**config.mk**
```make
export PLATFORM = sky130hd
export DESIGN_NAME = rsa_key_generator
export DESIGN_NICKNAME = d
export VERILOG_FILES = /design/src/rtl/rsa_key_generator.sv
export SDC_FILE = /design/constraint.sdc
export NUM_CORES = 2
export LEC_CHECK = 0
export BUFFER_PORTS_ARGS = -buffer_cell sky130_fd_sc_hd__buf_4
export CORE_ASPECT_RATIO = 0.6
export CORE_UTILIZATION = 35
export CTS_CLUSTER_SIZE = 28
export DETAILED_ROUTE_END_ITERATION = 10
export PLACE_DENSITY = 0.61
export SLEW_MARGIN = 5
export SYNTH_ARGS = -nofsm -noshare
export SYNTH_HDL_FRONTEND = slang
export SYNTH_SLANG_ARGS = --single-unit
```
**constraint.sdc**
```tcl
create_clock -name clk -period 32.3 [get_ports clk]
set_input_delay 1.615 -clock clk [delete_from_list [all_inputs] [get_ports clk]]
set_output_delay 1.615 -clock clk [all_outputs]
set_load 0.05 [all_outputs]
```
**src/rtl/rsa_key_generator.sv**
```systemverilog
// RSA key stage: n=p*q, phi=(p-1)(q-1), smallest odd e coprime to phi, d=e^-1 mod phi via
// iterative extended Euclid. Optional self-check of e*d mod phi under macro RSA_KEYGEN_VERIFY_EN.
module rsa_key_generator #(
  parameter int E_START = 3,
  parameter int E_MAX   = 255
) (
  input  logic        clk,
  input  logic        rst_n,
  input  logic        start,
  input  logic [7:0]  firstPrimeNumber,
  input  logic [7:0]  secondPrimeNumber,
  output logic [15:0] n,
  output logic [7:0]  encryptionKey,
  output logic [15:0] decryptionKey,
  output logic        busy,
  output logic        finish,
  output logic        error
);

  typedef enum logic [2:0] {
    S_IDLE   = 3'd0,
    S_SETUP  = 3'd1,
    S_EINIT  = 3'd2,
    S_EUCLID = 3'd3,
    S_FIX    = 3'd4,
    S_CHECK  = 3'd5,
    S_DONE   = 3'd6
  } state_t;

  localparam logic [8:0] E_START_V = 9'(E_START);
  localparam logic [9:0] E_MAX_V   = 10'(E_MAX);

  state_t             state_r;
  logic [7:0]         p_r;
  logic [7:0]         q_r;
  logic [15:0]        phi_r;
  logic [8:0]         e_r;
  logic [15:0]        r0_r;
  logic [15:0]        r1_r;
  logic signed [17:0] t0_r;
  logic signed [17:0] t1_r;

  logic [15:0]        n_s;
  logic [15:0]        phi_s;
  logic               setup_bad_s;
  logic [15:0]        divisor_s;
  logic [15:0]        quot_s;
  logic [15:0]        rem_s;
  logic signed [17:0] t_next_s;
  logic signed [17:0] d_fix_s;
  logic [9:0]         e_next_s;
`ifdef RSA_KEYGEN_VERIFY_EN
  logic [23:0]        prod_s;
  logic [23:0]        mod_s;
  logic               verify_ok_s;
`endif

  // One Euclid quotient step plus setup arithmetic; divisor forced nonzero so the divider is always defined
  always_comb begin
    n_s         = {8'd0, p_r} * {8'd0, q_r};
    phi_s       = ({8'd0, p_r} - 16'd1) * ({8'd0, q_r} - 16'd1);
    setup_bad_s = (p_r < 8'd3) || (q_r < 8'd3) || (p_r == q_r);
    divisor_s   = (r1_r == 16'd0) ? 16'd1 : r1_r;
    quot_s      = r0_r / divisor_s;
    rem_s       = r0_r % divisor_s;
    // Exact result always fits in 18 signed bits, so truncating the product is harmless
    t_next_s    = t0_r - ($signed({2'b00, quot_s}) * t1_r);
    d_fix_s     = t0_r[17] ? (t0_r + $signed({2'b00, phi_r})) : t0_r;
    e_next_s    = {1'b0, e_r} + 10'd2;
`ifdef RSA_KEYGEN_VERIFY_EN
    prod_s      = {16'd0, encryptionKey} * {8'd0, decryptionKey};
    mod_s       = (phi_r == 16'd0) ? 24'd0 : (prod_s % {8'd0, phi_r});
    verify_ok_s = (mod_s == 24'd1);
`endif
  end

  // Key-generation FSM with all outputs registered
  always_ff @(posedge clk) begin
    if (!rst_n) begin
      state_r       <= S_IDLE;
      p_r           <= 8'd0;
      q_r           <= 8'd0;
      phi_r         <= 16'd0;
      e_r           <= 9'd0;
      r0_r          <= 16'd0;
      r1_r          <= 16'd0;
      t0_r          <= 18'sd0;
      t1_r          <= 18'sd0;
      n             <= 16'd0;
      encryptionKey <= 8'd0;
      decryptionKey <= 16'd0;
      busy          <= 1'b0;
      finish        <= 1'b0;
      error         <= 1'b0;
    end else begin
      case (state_r)
        S_IDLE: begin
          finish <= 1'b0;
          if (start) begin
            p_r     <= firstPrimeNumber;
            q_r     <= secondPrimeNumber;
            error   <= 1'b0;
            busy    <= 1'b1;
            state_r <= S_SETUP;
          end else begin
            state_r <= S_IDLE;
          end
        end
        S_SETUP: begin
          n     <= n_s;
          phi_r <= phi_s;
          if (setup_bad_s) begin
            error         <= 1'b1;
            encryptionKey <= 8'd0;
            decryptionKey <= 16'd0;
            finish        <= 1'b1;
            busy          <= 1'b0;
            state_r       <= S_DONE;
          end else begin
            e_r     <= E_START_V;
            state_r <= S_EINIT;
          end
        end
        S_EINIT: begin
          r0_r <= phi_r;
          r1_r <= {7'd0, e_r};
          t0_r <= 18'sd0;
          t1_r <= 18'sd1;
          if ({7'd0, e_r} >= phi_r) begin
            error         <= 1'b1;
            encryptionKey <= 8'd0;
            decryptionKey <= 16'd0;
            finish        <= 1'b1;
            busy          <= 1'b0;
            state_r       <= S_DONE;
          end else begin
            state_r <= S_EUCLID;
          end
        end
        S_EUCLID: begin
          if (r1_r != 16'd0) begin
            r0_r    <= r1_r;
            r1_r    <= rem_s;
            t0_r    <= t1_r;
            t1_r    <= t_next_s;
            state_r <= S_EUCLID;
          end else if (r0_r == 16'd1) begin
            state_r <= S_FIX;
          end else if (e_next_s > E_MAX_V) begin
            error         <= 1'b1;
            encryptionKey <= 8'd0;
            decryptionKey <= 16'd0;
            finish        <= 1'b1;
            busy          <= 1'b0;
            state_r       <= S_DONE;
          end else begin
            e_r     <= e_next_s[8:0];
            state_r <= S_EINIT;
          end
        end
        S_FIX: begin
          encryptionKey <= e_r[7:0];
          decryptionKey <= d_fix_s[15:0];
`ifdef RSA_KEYGEN_VERIFY_EN
          state_r       <= S_CHECK;
`else
          finish        <= 1'b1;
          busy          <= 1'b0;
          state_r       <= S_DONE;
`endif
        end
`ifdef RSA_KEYGEN_VERIFY_EN
        S_CHECK: begin
          if (!verify_ok_s) begin
            error         <= 1'b1;
            encryptionKey <= 8'd0;
            decryptionKey <= 16'd0;
          end else begin
            error         <= error;
          end
          finish  <= 1'b1;
          busy    <= 1'b0;
          state_r <= S_DONE;
        end
`endif
        S_DONE: begin
          finish  <= 1'b0;
          busy    <= 1'b0;
          state_r <= S_IDLE;
        end
        default: begin
          finish  <= 1'b0;
          busy    <= 1'b0;
          state_r <= S_IDLE;
        end
      endcase
    end
  end

endmodule

```
Word-level counts from Yosys, hierarchy flattened
Cells that the tools add are included.
Word-level totals
  register bits after elaboration: 155
  input bits: 19
  word-level logic and storage cells: 109
Operators by class
  add/subtract/negate cells: 5
  $mul: 3
  divide/modulo/power cells: 2
  order comparisons: 4
  equality and inequality tests: 15
  muxes and demuxes: 49
  reduce and logical (&&, ||, !) cells: 16
Operator list (count)
  2-to-1 mux 16 bit: 9
  one-hot mux 18 bit (2 select lines): 2
  one-hot mux 16 bit (2 select lines): 2
  one-hot mux 16 bit (4 select lines): 1
  2-to-1 mux 8 bit: 5
  2-to-1 mux 18 bit: 2
  2-to-1 mux 9 bit: 4
  one-hot mux 8 bit (4 select lines): 1
  multiplier 17 x 18 -> 18 bit: 1
  inequality test 2 bit (second input constant): 9
  one-hot mux 9 bit (2 select lines): 1
  subtractor 18 bit: 1
  subtractor 8 x 1 -> 9 bit (second input constant): 2
  adder 16 bit: 1
  divider 16 x 16 -> 16 bit: 1
  equality test 16 x 1 -> 1 bit (second input constant): 1
  >= comparator 9 x 16 -> 1 bit: 1
  zero test 16 bit: 1
  less-than comparator 8 x 2 -> 1 bit (second input constant): 2
  remainder unit 16 x 16 -> 16 bit: 1
  multiplier 8 x 8 -> 16 bit: 1
  multiplier 9 x 9 -> 16 bit: 1
  nonzero test 16 bit: 1
  2-to-1 mux 3 bit: 5
  other kinds (17): 38

Longest topological paths before layout
  depth after elaboration: 7
  depth in mapped cells: 171
  depth with buffers taken out: 153

Worst setup path before layout
No wires, ideal clock.
  kind: register to register
  from: register r1_r[9]
  to: register t1_r[17]
  setup time: 0.074 ns
  data arrival time: 35.063 ns
  path slack: -2.838 ns
  stages on the path, launching flop included: 158
  cell sequence: dfxtp_1 > or4_1 > buf_2 > nor4_2 > and3_1 > or2_2 > inv_1 > ha_1 > and4_1 > nor2_1 > ha_1 > o21a_1 > or2_2 > and3_1 > buf_2 > o31ai_1 > ha_1 > nor2_1 > [... 122 more ...] > inv_1 > fa_1 > fa_1 > fa_1 > fa_1 > xor2_1 > xnor2_1 > xnor2_1 > xnor2_1 > xor2_1 > xnor2_1 > xnor2_1 > xnor2_1 > xnor2_1 > xnor3_1 > xor3_1 > xor2_1 > o21ai_0
On the way
  longest elaborated chain between the ends: 7
  elaborated cells on any way between the ends: 10
  those cells by class: add/sub (1); mul (1); div (1); eq/ne (1); mux (3); reduce/logical (3)
Ends and longest elaborated chain
  start, declared: line 39  | logic [15:0] r1_r;
  start signal, assigned: line 126  | r1_r <= {7'd0, e_r};
  start signal, assigned: line 143  | r1_r <= rem_s;
  zero test 16 bit: line 63  | divisor_s = (r1_r == 16'd0) ? 16'd1 : r1_r;
  2-to-1 mux 16 bit: line 63
  divider 16 x 16 -> 16 bit: line 64  | quot_s = r0_r / divisor_s;
  multiplier 17 x 18 -> 18 bit: line 67  | t_next_s = t0_r - ($signed({2'b00, quot_s}) * t1_r);
  subtractor 18 bit: line 67
  2-to-1 mux 18 bit: line 141  | if (r1_r != 16'd0) begin
  one-hot mux 18 bit (2 select lines): line 96  | case (state_r)
  end signal, assigned: line 145  | t1_r <= t_next_s;
  end, declared: line 41  | logic signed [17:0] t1_r;
Several ways; a longest one is shown, not always the timed one. The select of a mux whose other input is x is not followed.
A chain may end at the register's enable or synchronous reset.

Final worst setup path
Same ends and word-level chain as after synthesis.

==> results.toml <==
[logic_synthesis]
synth_edf_count = 0
synthCells = 3023
synth_area_leaders = "fa_1 19%, ha_1 16%, dfxtp_1 13%, nand2_1 6.0%, inv_1 5.3%"
ys_seq_elements = 155
ys.flop_type = "dfxtp_1"
synth_warnings = 0
syn_nets = 3577
yosysSeqAreaShare_pct = 12.90
synth_top_cell_by_area = "fa_1"
yosys.area.top_type_share_pct = 18.81
ys_types = 76
synthArstFlopShare_pct = 0
synth_area_per_cell_um2 = 7.958
synth_area_mm2 = 0.02406

[clocking]
path_clk_slew_ps = 70
holdBufCountCts = 0
cts-root-buf = "clkbuf_16"
htree_levels = 4
clkLatencyLatePin_ps = 450
tritoncts = "done"
numClockSinks = 155
cts_max_path_buffers = 2
cts_buffers = 17

[finish]
area_delta_synth_final_pct = 19.01
fin_cells = 4092
nets = 3723
layout_commonest_cell = "nand2_1"
num_antenna_cells = 0
drive_gt1_share_pct = 16.45
final_cell_mix = "378 x nand2_1, 336 x inv_1, 283 x ha_1, 247 x buf_4, 226 x nor2_1"
fin_util_pct = 42.13

[drt]
drt-pass1-iter-count = 5
drt_iter0_drc = 2123
viasPerCell = 5.398
wl_per_cell_um = 19.23
drc = 0
dr_total_vias = 22090
wirelength_um = 78700
ant_nets = 0

[flow_run]
maxCapViolCount = 0

[setup_path]
rr_startpoint = "r1_r[9]"
rr_worst_depth = 155
cpPeakStageDelay_ps = 560
startpoint_type = "flop"
r2r-end = "t1_r[17]"
end_kind = "flop"
cp_slowest_cell = "or4_4"
path_class = "reg -> reg"
required_ps = 32620
crit_path_max_fanout = 11
critPathMostFrequentCell = "ha_1"
crit_arrival_ps = 31780
timing.reg2reg.setup_slack_ps = 840

[place]
place_inst = 3991
dp_hpwl_um = 60090
port_buffers = 61
gp_congestion = 0.9692
pre_cts_ws_ps = -894.3

[grt]
grt_pass1_vias = 20790
grt_usage_pct = 22.15
grt_overflow = 0
grt_pass1_wl_um = 120500
grt_max_degree = 86
antenna_found_initial = 0

[sta]
setup_viol = 0
slew_headroom_pct = 22.01
finalClockSkew_ps = 13.27
tightest_slew_ps = 1166
fin_crit_sh_pct = 97.41
fmax_ghz = 0.03178
finalHoldViolations = 0
holdWs_ps = 452.1
slew_viol_final = 0
fin_crit_ps = 31460
fin_ws_ps = 836.4

[hold_path]
worstHoldStart = "n[10]"
hold_class = "reg -> reg"
hold_end = "n[10]"
holdPathStages = 2

[die]
core_mm2 = 0.06796
dieArea_mm2 = 0.06982
start_util_pct = 35.40
io-pin-count = 62
dieHeight_um = 205.1
die_x_um = 340.5
rows = 74

[run_status]
status = "finished clean"
-- Yosys cell counts (61+ instances only) --
cell type  instances
nor2_1           239
o21ai_0          116
ha_1             309
and2_1            88
clkbuf_1         121
xnor2_1          115
nor3_1            83
nand3_1           61
nand2_1          384
a21oi_1          179
fa_1             226
inv_1            338
dfxtp_1          155
-- worst max-delay path, delay by kind of cell, from the launching register on --
family	cells	cell delay, ps
multiplexers	4	1030
XOR/XNOR	1	150
AND/OR/NAND/NOR	34	5680
adder cells (fa/ha/maj)	23	7730
AO/OA/AOI/OAI	70	13220
buffers and inverters	23	3140
flip-flops	1	330
-- per-layer routing --
layer,vias up,part of all wire (%),GRT usage [%]
met5,-,0,0
met4,0,0.94,2.755
met3,68,10,5.763
met2,881,39,30.37
met1,10630,50,34.63
li1,10510,-,-
-- kinds of logic after synthesis --
kind of cell	share of synthesized area, %
AO/OA/AOI/OAI	16.09
XOR/XNOR	6.424
adder cells (fa/ha/maj)	34.88
buffers and inverters	7.505
flip-flops	12.90
multiplexers	2.476
AND/OR/NAND/NOR	19.73
-- registers in the layout (all words and copies together), names as in the netlist, 9 cells and up --
register / flops
t0_r: 18
t1_r: 18
decryptionKey: 16
n: 16
phi_r: 16
r0_r: 16
r1_r: 16
e_r: 9
-- per-stage QoR --
stage	cell area [µm²]	setup TNS [ps]
floorplan	24270	0
global placement	26310	-848.3
detailed placement	26310	-5186
CTS	27130	0
global route	28630	-2076
finish	28630	0
-- timing repair --
| item | 4_1_cts | 5_1_grt |
|---|---|---|
| setup buffers | 5 | 63 |
| pin swaps | 8 | 104 |
| endpoints found under the setup margin | 9 | 16 |
| gates cloned | 1 | 2 |
| resized for setup | 27 | 201 |
-- final cells by class --
class	count	area, µm²
inverters	343	1300
fillers	6785	39330
well taps	912	1141
clock buffers	19	442.9
multi-input cells	2391	20390
flip-flops and latches	155	3103
clock inverters	11	207.7
repair buffers	261	2046
-- how the worst max path moves through the flow --
stage / from / end / slack (ps) / cells past startpoint
floorplan: r1_r[3] / t1_r[17] / 4 / 156
global placement: r1_r[3] / t1_r[16] / -250 / 146
detailed placement: r1_r[3] / t1_r[16] / -890 / 142
CTS: r1_r[4] / t1_r[17] / 9 / 151
global route: r1_r[9] / t1_r[16] / -450 / 150
finish: r1_r[9] / t1_r[17] / 840 / 155
Power is left out: the tool's default activity adds up to more than one toggle a clock period on the data nets, which glitch-free logic cannot reach.
